--- src/rtl/scan_enc_pkg.sv ---
// Shared types and helpers for the scan encoder.
// Optional feature macro used by the design: SCAN_ENC_COUNT_EN.
package scan_enc_pkg;

  // Largest request vector the helpers are sized for.
  localparam int MAX_WIDTH = 256;
  localparam int CNT_W     = $clog2(MAX_WIDTH) + 1;

  typedef enum logic [1:0] {
    IDLE,
    SCAN,
    NONE
  } scan_enc_state_t;

  // Number of set bits in a (zero-extended) request vector.
  function automatic logic [CNT_W-1:0] onehot_count(input logic [MAX_WIDTH-1:0] v);
    logic [CNT_W-1:0] n;
    n = '0;
    for (int i = 0; i < MAX_WIDTH; i++) begin
      n = n + CNT_W'(v[i]);
    end
    return n;
  endfunction

endpackage

--- src/rtl/scan_encoder_prio.sv ---
// Combinational first-set-bit finder. Reports index 0 with found=0 when
// no bit is set, so callers see a clean zero index on an empty vector.
module scan_enc_prio #(
  parameter int   WIDTH     = 8,
  parameter bit   MSB_FIRST = 1'b0,
  localparam int  IDX_W     = $clog2(WIDTH)
) (
  input  logic [WIDTH-1:0] vec,
  output logic [IDX_W-1:0] idx,
  output logic             found
);

  // Scan in reverse priority order so the highest-priority set bit is the
  // last one written and therefore wins.
  always_comb begin
    // NOTE: every output gets a default first so no path leaves it unassigned (no latch).
    idx   = '0;
    found = 1'b0;
    if (MSB_FIRST) begin
      for (int i = 0; i < WIDTH; i++) begin
        if (vec[i]) begin
          idx   = IDX_W'(i);
          found = 1'b1;
        end
      end
    end else begin
      for (int i = WIDTH - 1; i >= 0; i--) begin
        if (vec[i]) begin
          idx   = IDX_W'(i);
          found = 1'b1;
        end
      end
    end
  end

endmodule

--- src/rtl/scan_encoder.sv ---
// Sequential scan encoder: captures a request vector, then emits the index
// of each set bit one beat at a time, or a single "none" beat for zero.
// Optional feature: define SCAN_ENC_COUNT_EN to add out_cnt (popcount of
// the captured vector, held for all beats of that vector).
module scan_encoder
  import scan_enc_pkg::*;
#(
  parameter int  WIDTH     = 8,
  parameter bit  MSB_FIRST = 1'b0,
  localparam int IDX_W     = $clog2(WIDTH)
) (
  input  logic             clk,
  input  logic             rst_n,
  input  logic             in_valid,
  output logic             in_ready,
  input  logic [WIDTH-1:0] in_data,
  output logic             out_valid,
  input  logic             out_ready,
  output logic [IDX_W-1:0] out_idx,
  output logic             out_last,
  output logic             out_none,
`ifdef SCAN_ENC_COUNT_EN
  output logic [IDX_W:0]   out_cnt,
`endif
  output logic             busy
);

  scan_enc_state_t  state_q, state_d;
  logic [WIDTH-1:0] pend_q, pend_d;
  logic [IDX_W-1:0] prio_idx;
  logic             prio_found;
  logic [CNT_W-1:0] pend_cnt;

  scan_enc_prio #(
    .WIDTH     (WIDTH),
    .MSB_FIRST (MSB_FIRST)
  ) u_prio (
    .vec   (pend_q),
    .idx   (prio_idx),
    .found (prio_found)
  );

  assign pend_cnt  = onehot_count(MAX_WIDTH'(pend_q));

  // Outputs decode directly from state and the pending register, so they are
  // stable whenever the consumer stalls.
  assign in_ready  = (state_q == IDLE);
  assign out_valid = (state_q != IDLE);
  assign busy      = (state_q != IDLE);
  assign out_none  = (state_q == NONE);
  assign out_idx   = prio_idx;
  assign out_last  = (state_q == NONE) ||
                     ((state_q == SCAN) && prio_found && (pend_cnt == CNT_W'(1)));

  // Next-state and pending-vector update.
  always_comb begin
    state_d = state_q;
    pend_d  = pend_q;
    case (state_q)
      IDLE: begin
        if (in_valid) begin
          pend_d  = in_data;
          state_d = (in_data != '0) ? SCAN : NONE;
        end
      end
      SCAN: begin
        if (out_ready) begin
          pend_d[prio_idx] = 1'b0;
          if (out_last) state_d = IDLE;
        end
      end
      NONE: begin
        if (out_ready) state_d = IDLE;
      end
      default: begin
        state_d = IDLE;
        pend_d  = '0;
      end
    endcase
  end

  // State and pending-vector registers with synchronous reset.
  always_ff @(posedge clk) begin
    // NOTE: sequential state uses non-blocking assignments; reset is sampled on the clock edge.
    if (!rst_n) begin
      state_q <= IDLE;
      pend_q  <= '0;
    end else begin
      state_q <= state_d;
      pend_q  <= pend_d;
    end
  end

`ifdef SCAN_ENC_COUNT_EN
  logic [IDX_W:0] cnt_q, cnt_d;

  // Popcount is latched at capture and held for the whole vector.
  always_comb begin
    cnt_d = cnt_q;
    if ((state_q == IDLE) && in_valid) begin
      cnt_d = (IDX_W + 1)'(onehot_count(MAX_WIDTH'(in_data)));
    end
  end

  // Popcount register.
  always_ff @(posedge clk) begin
    if (!rst_n) cnt_q <= '0;
    else        cnt_q <= cnt_d;
  end

  assign out_cnt = cnt_q;
`endif

endmodule

--- config.mk ---
export PLATFORM = sky130hd
export DESIGN_NAME = scan_encoder
export DESIGN_NICKNAME = d
export VERILOG_FILES = /design/src/rtl/scan_enc_pkg.sv /design/src/rtl/scan_encoder_prio.sv /design/src/rtl/scan_encoder.sv
export SDC_FILE = /design/constraint.sdc
export NUM_CORES = 1
export LEC_CHECK = 0
export ABC_AREA = 1
export CAP_MARGIN = 30
export CORE_MARGIN = 1.5
export CORE_UTILIZATION = 34
export DETAILED_ROUTE_END_ITERATION = 8
export GPL_TIMING_DRIVEN = 0
export PLACE_DENSITY = 0.55
export RECOVER_POWER = 50
export SYNTH_ARGS = -nofsm -noshare
export SYNTH_HDL_FRONTEND = slang
export SYNTH_SLANG_ARGS = --single-unit
--- constraint.sdc ---
create_clock -name clk -period 4.61 [get_ports clk]
set_input_delay 0.461 -clock clk [delete_from_list [all_inputs] [get_ports clk]]
set_output_delay 0.461 -clock clk [all_outputs]
set_load 0.02 [all_outputs]
After elaboration in Yosys (flattened, before gate mapping)
Index checks and enable logic that the tools add are counted.
{"block": "word_totals", "register_bits": 10, "inputBits": 12, "out_inout_bits": 8, "wordCells": 57}
{"block": "op_classes", "add_sub_neg": 7, "magnitude_cmp": 2, "n_eq_ne": 7, "mux": 27, "n_bitwise": 3, "n_reduce_logical": 9}
{"operator": "3-bit two-way mux", "n": 8}
{"operator": "8-bit case mux with 3 select lines", "n": 1}
{"operator": "8-bit two-way mux", "n": 2}
{"operator": "2-bit two-way mux", "n": 5}
{"operator": "1-bit two-way mux", "n": 9}
{"operator": "7-bit by 1-bit adder with 8-bit output", "n": 1}
{"operator": "8-bit AND", "n": 1}
{"operator": "8-bit by 1-bit equality test with 1-bit output (second input constant)", "n": 1}
{"operator": "2-bit inequality test (second input constant)", "n": 4}
{"operator": "8-bit inverter", "n": 1}
{"operator": "8-bit nonzero test", "n": 1}
{"operator": "6-bit by 1-bit adder with 7-bit output", "n": 1}
{"operator": "5-bit by 1-bit adder with 6-bit output", "n": 1}
{"operator": "2-bit case mux with 3 select lines", "n": 1}
{"operator": "4-bit by 1-bit adder with 5-bit output", "n": 1}
{"operator": "3-bit by 1-bit adder with 4-bit output", "n": 1}
{"operator": "3-bit by 4-bit < comparator with 1-bit output (second input constant)", "n": 1}
{"operator": "4-bit AND reduction", "n": 1}
{"operator": "2-bit by 1-bit adder with 3-bit output", "n": 1}
{"operator": "1-bit demux with 3-bit select", "n": 1}
{"operator": "3-bit by 1-bit >= comparator with 1-bit output (second input constant)", "n": 1}
{"operator": "1-bit logical AND", "n": 3}
{"operator": "3-bit AND reduction", "n": 1}
{"operator": "1-bit by 1-bit adder with 2-bit output", "n": 1}
{"operator": "other kinds (6)", "n": 6}

Longest topological paths before layout
Gate-level depths: netlist of run 1.
{"block": "depth", "word_depth": 16, "mapped_depth": 13, "ltp_nobuf": 13}

Cells and area by module
Synthesis of run 1 repeated with hierarchy kept, for this count alone.
{"block": "unflattened", "cells_unflattened": 142, "hier_area_um2": 878.3}
{"mod": "scan_encoder", "n_inst": 1, "cells_per_inst": 120, "area_per_inst_um2": 779.5, "seq_area_each_um2": 200.2}
{"mod": "scan_enc_prio", "n_inst": 1, "cells_per_inst": 22, "area_per_inst_um2": 98.8, "seq_area_each_um2": 0.0}

Worst setup path after synthesis of run 1
OpenSTA, ideal clock, no wires.
{"block": "synth_path", "path_kind": "reg-to-output", "from": "register pend_q[0]", "to": "output port out_last", "arrival_ns": 3.007, "required_ns": 4.149, "slack_ns": 1.142, "path_stages_with_launch": 13, "path_buffers": 0, "path_cell_list": "dfxtp_1 -> inv_1 -> fa_1 -> fa_1 -> fa_1 -> inv_1 -> ha_1 -> inv_1 -> fa_1 -> a211o_1 -> nand2_1 -> nand3_1 -> nand2_1"}
{"block": "synth_via", "elab_chain_cells": 10, "elab_cells_between_ends": 12, "cone_classes": "add/sub (7); eq/ne (1); mux (1); reduce/logical (3)"}
{"item": "from (decl)", "line_no": "scan_encoder.sv:29", "text": "logic [WIDTH-1:0] pend_q, pend_d;"}
{"item": "from (signal assigned)", "line_no": "scan_encoder.sv:90", "text": "pend_q <= pend_d;"}
{"item": "1-bit by 1-bit adder with 2-bit output", "line_no": "scan_enc_pkg.sv:20", "text": "n = n + CNT_W'(v[i]);"}
{"item": "2-bit by 1-bit adder with 3-bit output", "line_no": "scan_enc_pkg.sv:20"}
{"item": "3-bit by 1-bit adder with 4-bit output", "line_no": "scan_enc_pkg.sv:20"}
{"item": "4-bit by 1-bit adder with 5-bit output", "line_no": "scan_enc_pkg.sv:20"}
{"item": "5-bit by 1-bit adder with 6-bit output", "line_no": "scan_enc_pkg.sv:20"}
{"item": "6-bit by 1-bit adder with 7-bit output", "line_no": "scan_enc_pkg.sv:20"}
{"item": "7-bit by 1-bit adder with 8-bit output", "line_no": "scan_enc_pkg.sv:20"}
{"item": "8-bit by 1-bit equality test with 1-bit output", "line_no": "scan_encoder.sv:53", "text": "((state_q == SCAN) && prio_found && (pend_cnt == CNT_W'(1)));"}
{"item": "1-bit logical AND *", "line_no": "scan_encoder.sv:53"}
{"item": "1-bit logical OR *", "line_no": "scan_encoder.sv:52", "text": "assign out_last = (state_q == NONE) ||"}
{"item": "to (decl)", "line_no": "scan_encoder.sv:20", "text": "output logic out_last,"}
Mark *: on every way between the ends. The rest lies on a longest branch, timed or not.

Worst setup path in the final report of run 1
Same ends and word-level chain as after synthesis.

==> metrics.txt, run 1 <==
outcome=complete, no violations; first-pass GRT wire length=3.17 mm; Post-Synthesis Cells=131; DRT Wirelength=1.93 mm; most frequent cell after synthesis=nand2_1; CP most frequent cell=fa_1; reg2reg end=state_q[0]; Sink Count=10; sequential element share of the synthesized area=22.9%; Reg clk slew, reported paths=0.07 ns; syn avg cell area=6.69 um2; Startpoint Class=flop; ys flop type=dfxtp_1; final weighted congestion in routability-driven placement=0.792; final period utilization=88.3%; die area=2890 um2; relative slew slack=65.2%; post-synth top area share=22.9%; I/O Pins=20; Max-Cap Viols=0; area of the core=2450 um2; 1st-iter DRT viols=18; Achievable Freq=0.246 GHz; Async S/R FF share, synth=0%; Longest Clk Path Bufs=2; Unique masters post-synth=23; post-CTS setup buffers=0; row count=18; Cell Count, Final, Fillers Out=184; layout net count=175; arrival time of the worst setup path=3.61 ns; PwrDens=290 nW/um2; post-DP HPWL=1.61 mm; placed insts=180; count of hold-fix buffers inserted at cts=0; CP Data Required Time=4.15 ns; origin of the worst setup path=pend_q[0]; die height=53.8 um; worst skew pair latency=0.26 ns; Crit. path cell count=13; CP Cell Sequence=inv_1 > fa_1 > fa_1 > fa_1 > inv_1 > ha_1 > inv_1 > fa_1 > a211o_1 > nand2_1 > nand3_1 > nand2_1 > dlymetal6s2s_1; Worst Path Max Fanout=5; PortBufs=19; CP Class=flop to output port; slowest cell on the critical path=fa_1; synth top area cells=dfxtp_1 23%, nand2_1 21%, fa_1 9.1%; leak pwr=0.551 nW; post-cts sizing count=0; synthesis-to-layout area growth=29.6%; Peak VDD IR=0.174 mV; Setup crit end=out_last; ant diodes=0; reg2reg start=pend_q[0]; CTS root buffer=clkbuf_4; chip width=53.8 um; Post-synth EDFFs=0; R2R Setup Slk=1.29 ns; RSZ-0062 raised after global routing=no; worst reg2reg path depth=13; final setup TNS=0 ns; htree depth=1; area leader, netlist=dfxtp_1; Filler Cell Count=271; Worst Hold Class=flop to flop; number of iterations in the first detailed-routing pass=4; DR vias=846; CTS tree=built; largest net degree at the start of global routing=11; register bit total from synthesis=10; vias in the first global route=790; setup violators final=0; Yosys warning count=0; clk_skew=0.00274 ns; Worst setup EP type=output port; antenna violations before repair=0; crit-path leading delay family=adder cells; GR Util All Layers=15.1%; Final ANT Viol Nets=0; fraction of layout cells with a size suffix above 1=14.3%; Final Slew Violations=0; final hold violations=0; vias per cell=4.60; CTS buffer count=3; Critical Path Max Stage Delay=0.57 ns; worst slew pin tran=0.520 ns; crit path time final=4.07 ns; count of buffer and inverter cells on the critical path=4; Post-Syn Nets=151; Initial Utilization=35.7%; Post-synth top cells=49 x nand2_1, 18 x inv_1, 10 x dfxtp_1; synthesized area=876 um2; # DRC=0; grt ovf=0; Avg WL per Cell=10.5 um
-- metrics by stage --
stage | area [um2] | util [%] | hold slack (ns) | total power [mW] | setup slack [ns]
after floorplan | 876 | - | 0.451 | 0.205 | 1.14
after global placement | 1100 | 45.0 | 0.466 | 0.255 | 0.477
after global routing | 1130 | 46.2 | 0.495 | 0.358 | 0.361
final | 1130 | 46.2 | 0.480 | 0.329 | 0.539
after detailed placement | 1100 | 45.0 | 0.473 | 0.256 | 0.439
after CTS | 1140 | 46.4 | 0.486 | 0.335 | 0.138
-- cells in the final DEF (no fill, tap or decap), types with 4 or more instances in the layout --
master / netlist / routed
nor2_1: 4 / 5
nand2_2: 4 / 4
dfxtp_1: 10 / 10
a21oi_1: 8 / 8
nand3_1: 6 / 6
nor2_2: 4 / 4
inv_1: 18 / 18
ha_1: 4 / 4
fa_1: 4 / 4
nand2_1: 49 / 49
clkdlybuf4s50_1: 0 / 16
-- routing by layer --
layer | global-route usage, % | part of all wire, % | vias up
li1 | - | - | 451
met1 | 18.7 | 50 | 368
met2 | 24.4 | 44 | 23
met3 | 3.33 | 4.5 | 4
met4 | 8.12 | 2.1 | 0
met5 | 0 | 0 | -
-- cell families after synthesis --
logic type | count (synthesis) | synth area share [%]
buffers and inverters | 24 | 11.0
adder cells (fa/ha/maj) | 8 | 14.9
AND/OR/NAND/NOR | 75 | 41.4
flip-flops | 10 | 22.9
AO/OA/AOI/OAI | 14 | 9.86
-- power breakdown --
part | internal [mW] | switching (mW) | total, mW
clock | 0.0478 | 0.0306 | 0.0784
sequential | 0.0927 | 0.00626 | 0.0990
combinational | 0.0637 | 0.0882 | 0.152
-- state kept, by name, summed over array words and instances, names as in the netlist --
signal,flops
pend_q,8
state_q,2
-- tightest hold or removal path, stage by stage (launching register included) --
cell and delay (ns):
dfxtp_1 0.32, nand2_1 0.06, a21oi_1 0.05
-- cell type report --
cell class	count	area (um2)	share of cell area, %
Clock buffer	4	36.3	3.20
Sequential cell	10	200	17.6
Buffer	1	7.51	0.662
Timing Repair Buffer	19	193	17.0
Multi-Input combinational cell	97	572	50.4
Tap cell	30	37.5	3.31
Inverter	23	88.8	7.83
-- worst min path at each step --
stage | from | to | slack (ns) | cells after the start
2_1_floorplan | pend_q[6] | pend_q[6] | 0.45 | 2
3_3_place_gp | pend_q[6] | pend_q[6] | 0.47 | 2
3_5_place_dp | pend_q[4] | pend_q[4] | 0.47 | 2
4_1_cts | pend_q[4] | pend_q[4] | 0.49 | 2
5_1_grt | pend_q[4] | pend_q[4] | 0.49 | 2
6_report | pend_q[4] | pend_q[4] | 0.48 | 2
Power figures use the tool's default switching activity.
==> run 2, diff against run 1 <==
--- a/config.mk
+++ b/config.mk
@@ -9,6 +9,7 @@
 export CAP_MARGIN = 30
 export CORE_MARGIN = 1.5
 export CORE_UTILIZATION = 34
+export CTS_CLUSTER_SIZE = 12
 export DETAILED_ROUTE_END_ITERATION = 8
 export GPL_TIMING_DRIVEN = 0
 export PLACE_DENSITY = 0.55
==> results of run 2 <==
The final DEF is identical to that of run 1; final timing and power are the same.
